==> src/rtl/playback_serializer.sv <==
`default_nettype none
// ============================================================================
// Module  : playback_serializer
// Purpose : fetches stored audio words from block RAM and shifts them out
//           MSB-first on a 1-bit line at CLK_DIV clocks per bit
// Rev     : 1.0  initial release
// ============================================================================
module playback_serializer #(
    parameter int DATA_WIDTH   = 16,
    parameter int ADDR_WIDTH   = 16,
    parameter int CLK_DIV      = 49,
    parameter int READ_LATENCY = 1
) (
    input  logic                  clock,
    input  logic                  reset,
    input  logic                  start,
    input  logic                  stop,
    input  logic [ADDR_WIDTH-1:0] end_addr,
    output logic                  mem_en,
    output logic [ADDR_WIDTH-1:0] mem_addr,
    input  logic [DATA_WIDTH-1:0] mem_rdata,
    output logic                  audio_out,
    output logic                  busy,
    output logic                  done
);

    localparam int C_DIV_W = (CLK_DIV > 1) ? $clog2(CLK_DIV) : 1;
    localparam int C_BIT_W = (DATA_WIDTH > 1) ? $clog2(DATA_WIDTH) : 1;
    localparam logic [C_DIV_W-1:0]    C_DIV_LAST = C_DIV_W'(CLK_DIV - 1);
    localparam logic [C_DIV_W-1:0]    C_DIV_ONE  = C_DIV_W'(1);
    localparam logic [C_BIT_W-1:0]    C_BIT_LAST = C_BIT_W'(DATA_WIDTH - 1);
    localparam logic [C_BIT_W-1:0]    C_BIT_ONE  = C_BIT_W'(1);
    localparam logic [ADDR_WIDTH-1:0] C_ADDR_ONE = ADDR_WIDTH'(1);
    localparam logic [ADDR_WIDTH-1:0] C_ADDR_TWO = ADDR_WIDTH'(2);

    typedef enum logic [1:0] {
        S_IDLE   = 2'd0,
        S_FETCH0 = 2'd1,
        S_WAIT0  = 2'd2,
        S_SHIFT  = 2'd3
    } state_t;

    state_t                  r_state;
    state_t                  w_next_state;

    logic [ADDR_WIDTH-1:0]   r_end_addr;
    logic [ADDR_WIDTH-1:0]   r_cur_addr;
    logic [DATA_WIDTH-1:0]   r_shift;
    logic [DATA_WIDTH-1:0]   r_hold;
    logic [C_DIV_W-1:0]      r_div;
    logic [C_BIT_W-1:0]      r_bit;
    logic [READ_LATENCY-1:0] r_rd_pipe;
    logic [READ_LATENCY-1:0] w_pipe_next;

    logic                    w_rd_valid;
    logic                    w_abort;
    logic                    w_accept;
    logic                    w_load_first;
    logic                    w_bit_tick;
    logic                    w_word_end;
    logic                    w_finish;
    logic [ADDR_WIDTH-1:0]   w_next_addr;
    logic [ADDR_WIDTH-1:0]   w_next2_addr;

    // Read-valid tracker: a token per mem_en pulse, emerging when its data is on mem_rdata
    generate
        if (READ_LATENCY > 1) begin : g_pipe_deep
            assign w_pipe_next = {r_rd_pipe[READ_LATENCY-2:0], mem_en};
        end else begin : g_pipe_single
            assign w_pipe_next = mem_en;
        end
    endgenerate

    assign w_rd_valid   = r_rd_pipe[READ_LATENCY-1];
    assign w_next_addr  = r_cur_addr + C_ADDR_ONE;
    assign w_next2_addr = r_cur_addr + C_ADDR_TWO;
    assign audio_out    = r_shift[DATA_WIDTH-1];
    assign busy         = (r_state != S_IDLE);

    always_ff @(posedge clock) begin
        if (reset) begin
            r_state <= S_IDLE;
        end else begin
            r_state <= w_next_state;
        end
    end

    always_comb begin
        w_next_state = r_state;
        w_abort      = 1'b0;
        w_accept     = 1'b0;
        w_load_first = 1'b0;
        w_bit_tick   = 1'b0;
        w_word_end   = 1'b0;
        w_finish     = 1'b0;
        case (r_state)
            S_IDLE: begin
                if (start && !stop) begin
                    w_accept     = 1'b1;
                    w_next_state = S_FETCH0;
                end
            end
            S_FETCH0: begin
                if (stop) begin
                    w_abort      = 1'b1;
                    w_next_state = S_IDLE;
                end else begin
                    w_next_state = S_WAIT0;
                end
            end
            S_WAIT0: begin
                if (stop) begin
                    w_abort      = 1'b1;
                    w_next_state = S_IDLE;
                end else if (w_rd_valid) begin
                    w_load_first = 1'b1;
                    w_next_state = S_SHIFT;
                end
            end
            S_SHIFT: begin
                if (stop) begin
                    w_abort      = 1'b1;
                    w_next_state = S_IDLE;
                end else if (r_div == C_DIV_LAST) begin
                    w_bit_tick = 1'b1;
                    if (r_bit == C_BIT_LAST) begin
                        w_word_end = 1'b1;
                        if (r_cur_addr == r_end_addr) begin
                            w_finish     = 1'b1;
                            w_next_state = S_IDLE;
                        end
                    end
                end
            end
            default: begin
                w_next_state = S_IDLE;
            end
        endcase
    end

    always_ff @(posedge clock) begin
        if (reset) begin
            mem_en     <= 1'b0;
            mem_addr   <= '0;
            done       <= 1'b0;
            r_end_addr <= '0;
            r_cur_addr <= '0;
            r_shift    <= '0;
            r_hold     <= '0;
            r_div      <= '0;
            r_bit      <= '0;
            r_rd_pipe  <= '0;
        end else begin
            mem_en    <= 1'b0;
            done      <= 1'b0;
            r_rd_pipe <= w_pipe_next;
            if (w_abort) begin
                // Reads already issued are left to complete in the RAM but never captured
                r_shift   <= '0;
                r_div     <= '0;
                r_bit     <= '0;
                r_rd_pipe <= '0;
            end else begin
                if (w_accept) begin
                    mem_en     <= 1'b1;
                    mem_addr   <= '0;
                    r_end_addr <= end_addr;
                    r_cur_addr <= '0;
                end
                if (w_load_first) begin
                    r_shift <= mem_rdata;
                    r_div   <= '0;
                    r_bit   <= '0;
                    if (r_cur_addr < r_end_addr) begin
                        mem_en   <= 1'b1;
                        mem_addr <= w_next_addr;
                    end
                end
                if (r_state == S_SHIFT) begin
                    if (w_rd_valid) begin
                        r_hold <= mem_rdata;
                    end
                    if (w_bit_tick) begin
                        r_div <= '0;
                        if (w_finish) begin
                            r_shift <= '0;
                            r_bit   <= '0;
                            done    <= 1'b1;
                        end else if (w_word_end) begin
                            // Next word enters on the edge the following bit starts: no gap
                            r_shift    <= r_hold;
                            r_bit      <= '0;
                            r_cur_addr <= w_next_addr;
                            if (w_next_addr < r_end_addr) begin
                                mem_en   <= 1'b1;
                                mem_addr <= w_next2_addr;
                            end
                        end else begin
                            r_bit   <= r_bit + C_BIT_ONE;
                            r_shift <= {r_shift[DATA_WIDTH-2:0], 1'b0};
                        end
                    end else begin
                        r_div <= r_div + C_DIV_ONE;
                    end
                end
            end
        end
    end

endmodule
`default_nettype wire

==> config.mk <==
export PLATFORM = sky130hd
export DESIGN_NAME = playback_serializer
export DESIGN_NICKNAME = d
export VERILOG_FILES = /design/src/rtl/playback_serializer.sv
export SDC_FILE = /design/constraint.sdc
export NUM_CORES = 1
export LEC_CHECK = 0
export ABC_AREA = 1
export BUFFER_PORTS_ARGS = -buffer_cell sky130_fd_sc_hd__clkbuf_2
export CAP_MARGIN = 40
export CORE_MARGIN = 3
export CORE_UTILIZATION = 55
export CTS_CLUSTER_SIZE = 25
export DETAILED_ROUTE_END_ITERATION = 8
export PLACE_DENSITY = 0.75
export SYNTH_ARGS = -nofsm -noshare
export SYNTH_HDL_FRONTEND = slang
export SYNTH_SLANG_ARGS = --single-unit
==> constraint.sdc <==
create_clock -name clock -period 3.2 [get_ports clock]
set_clock_uncertainty 0.1 [all_clocks]
set_input_delay 0.16 -clock clock [delete_from_list [all_inputs] [get_ports clock]]
set_output_delay 0.16 -clock clock [all_outputs]
set_load 0.005 [all_outputs]
==> results.py <==
metrics = {
    "floorplan": {
        "initial_core_util_pct": 57.1,
        "core_area_mm2": 0.00982,
        "io-pin-count": 56,
        "rows": 36,
        "die_w_um": 107,
        "dieArea_mm2": 0.0114,
        "die_y_um": 107,
    },
    "grt": {
        "grt_antenna_before_repair": 0,
        "grt_max_degree": 51,
        "grt_pass1_vias": 5643,
        "grt_first_pass_wirelength_um": 27500,
        "gr-total-overflow": 0,
        "track_usage_pct": 30.5,
    },
    "power": {
        "fin_total_pwr_w": 0.00237,
        "peakVddDrop_v": 0.000223,
        "p_per_area_mw_per_mm2": 360,
        "leakage_nw": 3.02,
    },
    "cts": {
        "clkLatencyLatePin_ns": 0.39,
        "clock-sinks": 95,
        "max-clock-path-buffers": 2,
        "numCtsBuffers": 9,
        "cts_tree": "built",
        "htree_levels": 3,
        "cts_root_buf": "clkbuf_8",
        "cts.reportedPaths.clkPinSlew_ns": 0.10,
    },
    "yosys": {
        "synth_compound_area_share_pct": 16.1,
        "synthSimpleGateAreaFrac_pct": 28.3,
        "synth_mux_area_share_pct": 0,
        "synth-edff-count": 0,
        "synth_top_family_by_area": "simple AND/OR/NAND/NOR gates",
        "syn_area_mm2": 0.00560,
        "synthDistinctLibCells": 38,
        "ys_seq_area_share_pct": 33.9,
        "synth_cells": 818,
        "synthFlopType": "dfxtp_1",
        "yosys.area_share.xor_xnor_pct": 4.06,
        "yosys_warnings": 0,
        "synth_fa_ha_area_share_pct": 8.26,
        "async_flop_share_pct": 0,
        "syn_nets": 891,
        "syn_avg_cell_area_um2": 6.85,
        "synth_seq_cells": 95,
    },
    "critical_path": {
        "cp.arrival_ns": 3.19,
        "crit_fanout": 27,
        "critPathCaptureType": "register",
        "crit_type": "reg2reg",
        "required_ns": 3.38,
        "path_cells": "ha_1 > nand3_1 > nor2_2 > xor2_1 > ha_1 > a21oi_1 > o21a_1 > nand2_1 > nand2_1 > nand2_8 > o21ai_0 > inv_1 > nand2_1 > nand2_1",
        "slowest_delay_ns": 0.40,
        "crit_top_cell": "nand2_1",
        "start_kind": "register",
        "critPathSlowestCell": "dfxtp_2",
    },
    "final_layout": {
        "layout-drive-gt1-share_pct": 12.9,
        "final_cells": 1039,
        "final_cell_mix": "nand2_1, inv_1, nand3_1",
        "final_nets": 974,
        "syn2layout_area_growth_pct": 17.3,
        "diodes": 0,
        "mostFrequentLayoutCell": "nand2_1",
    },
    "route": {
        "firstDrtPassIters": 6,
        "antenna_left": 0,
        "wl_per_cell_um": 16.1,
        "vias_per_cell": 5.56,
        "wirelength_um": 16700,
        "drc": 0,
        "num_vias": 5772,
        "drtIter0Drc": 410,
    },
    "timing": {
        "worst_pin_slew_ns": 0.889,
        "finalCritPeriodShare_pct": 94.1,
        "hold-worst-slack_ns": 0.0513,
        "finalSetupViolations": 0,
        "drv_slew": 0,
        "slew-limit-headroom_pct": 40.7,
        "tns_ns": 0,
        "setup_ws_ns": 0.189,
        "timing.final.crit_period_ns": 3.01,
        "hold_viol_final": 0,
        "max_freq_mhz": 332,
    },
    "outcome": {
        "run_status": "finished clean",
    },
    "place": {
        "post-place-cells": 989,
        "dp_slack_ns": -0.0203,
        "port_buffers": 55,
        "post-dp-hpwl_um": 11600,
        "place.gp.congestion": 0.933,
    },
    "hold_path": {
        "hold_path.class": "in2reg",
    },
    "job": {
        "drv_cap": 0,
    },
}
-- synth_stat cells (3+ instances only) --
library cell | n | area share, %
dfxtp_1 | 95 | 34
a31oi_1 | 13 | 1.5
o211ai_1 | 4 | 0.54
nor2_1 | 50 | 3.3
o21ai_0 | 48 | 4.3
clkbuf_1 | 22 | 1.5
a21oi_1 | 64 | 5.7
buf_2 | 7 | 0.63
nor3_1 | 6 | 0.54
nand2_4 | 3 | 0.60
nand3_1 | 92 | 8.2
inv_1 | 93 | 6.2
o21bai_1 | 7 | 0.94
o31ai_1 | 7 | 0.94
inv_2 | 4 | 0.27
o21ai_1 | 5 | 0.45
nor2_4 | 3 | 0.60
nand2_1 | 198 | 13
o21a_1 | 5 | 0.67
nand4_1 | 5 | 0.56
o22ai_1 | 4 | 0.45
xor2_1 | 25 | 3.9
ha_1 | 37 | 8.3
nand2_2 | 3 | 0.33
-- repair_timing --
action	CTS	global route
endpoints found under the setup margin	1	15
pin swaps	0	1
hold buffers	33	0
gates resized for setup	2	10
setup buffers	0	1
endpoints found under the hold margin	40	0
-- worst paths after layout --
kind | from | to | slack [ns] | cells after the start
worst max-delay path | r_cur_addr[2] | mem_addr[14] | 0.19 | 14
worst max register to register | r_cur_addr[2] | mem_addr[14] | 0.19 | 14
worst min-delay path | start | r_end_addr[0] | 0.05 | 5
worst min register to register | mem_en | r_rd_pipe | 0.34 | 2
-- area by class of cell --
| type | count | area [um2] |
|---|---|---|
| timing repair buffer | 106 | 741 |
| sequential | 95 | 1910 |
| inverter | 98 | 368 |
| multi-input combinational | 591 | 3200 |
| fill | 918 | 3250 |
| tap | 133 | 166 |
| clock inverter | 7 | 66.3 |
| clock buffer | 9 | 124 |
-- logic make-up (layout without fill, tap and decap cells) --
family / after synthesis / in the layout
flops: 95 / 95
compound gates: 161 / 161
simple gates: 367 / 367
fa+ha+maj: 37 / 37
xor+xnor: 26 / 26
buf+inv: 132 / 220
-- per-stage QoR --
stage               util, %  cell area (um2)
finish                 66.9             6570
global route           66.9             6570
CTS                    66.6             6540
detailed placement     61.3             6010
floorplan                 -             5600
global placement       61.3             6010
-- flip-flops by register name, summed over array words and instances (netlist names) --
register / count
r_div: 6
r_bit: 4
r_cur_addr: 16
r_state: 2
mem_addr: 16
r_hold: 16
r_rd_pipe: 1
r_shift: 16
mem_en: 1
r_end_addr: 16
done: 1
-- power breakdown --
part	switching (W)	internal, W	total [W]
logic	0.000229	0.000123	0.000352
registers	0.0000124	0.00121	0.00122
clock network	0.000495	0.000301	0.000796
total	0.000737	0.00163	0.00237
-- per-layer routing --
| metal | up-vias | part of all wire [%] | wire [um] | global-route usage (%) |
|---|---|---|---|---|
| met5 | - | 0 | 0 | 0 |
| met4 | 0 | 3.4 | 566 | 12.3 |
| met3 | 53 | 5.2 | 872 | 4.58 |
| met2 | 212 | 49 | 8230 | 53.7 |
| met1 | 2658 | 42 | 7070 | 37.2 |
| li1 | 2849 | - | - | - |
-- worst max-delay path, delay by kind of cell (launching register included) --
kind / cells / cell delay, ns
compound gates: 3 / 0.46
fa+ha+maj: 2 / 0.53
xor+xnor: 1 / 0.29
flops: 1 / 0.40
simple gates: 7 / 1.05
buf+inv: 1 / 0.05
Power figures use the tool's default switching activity.
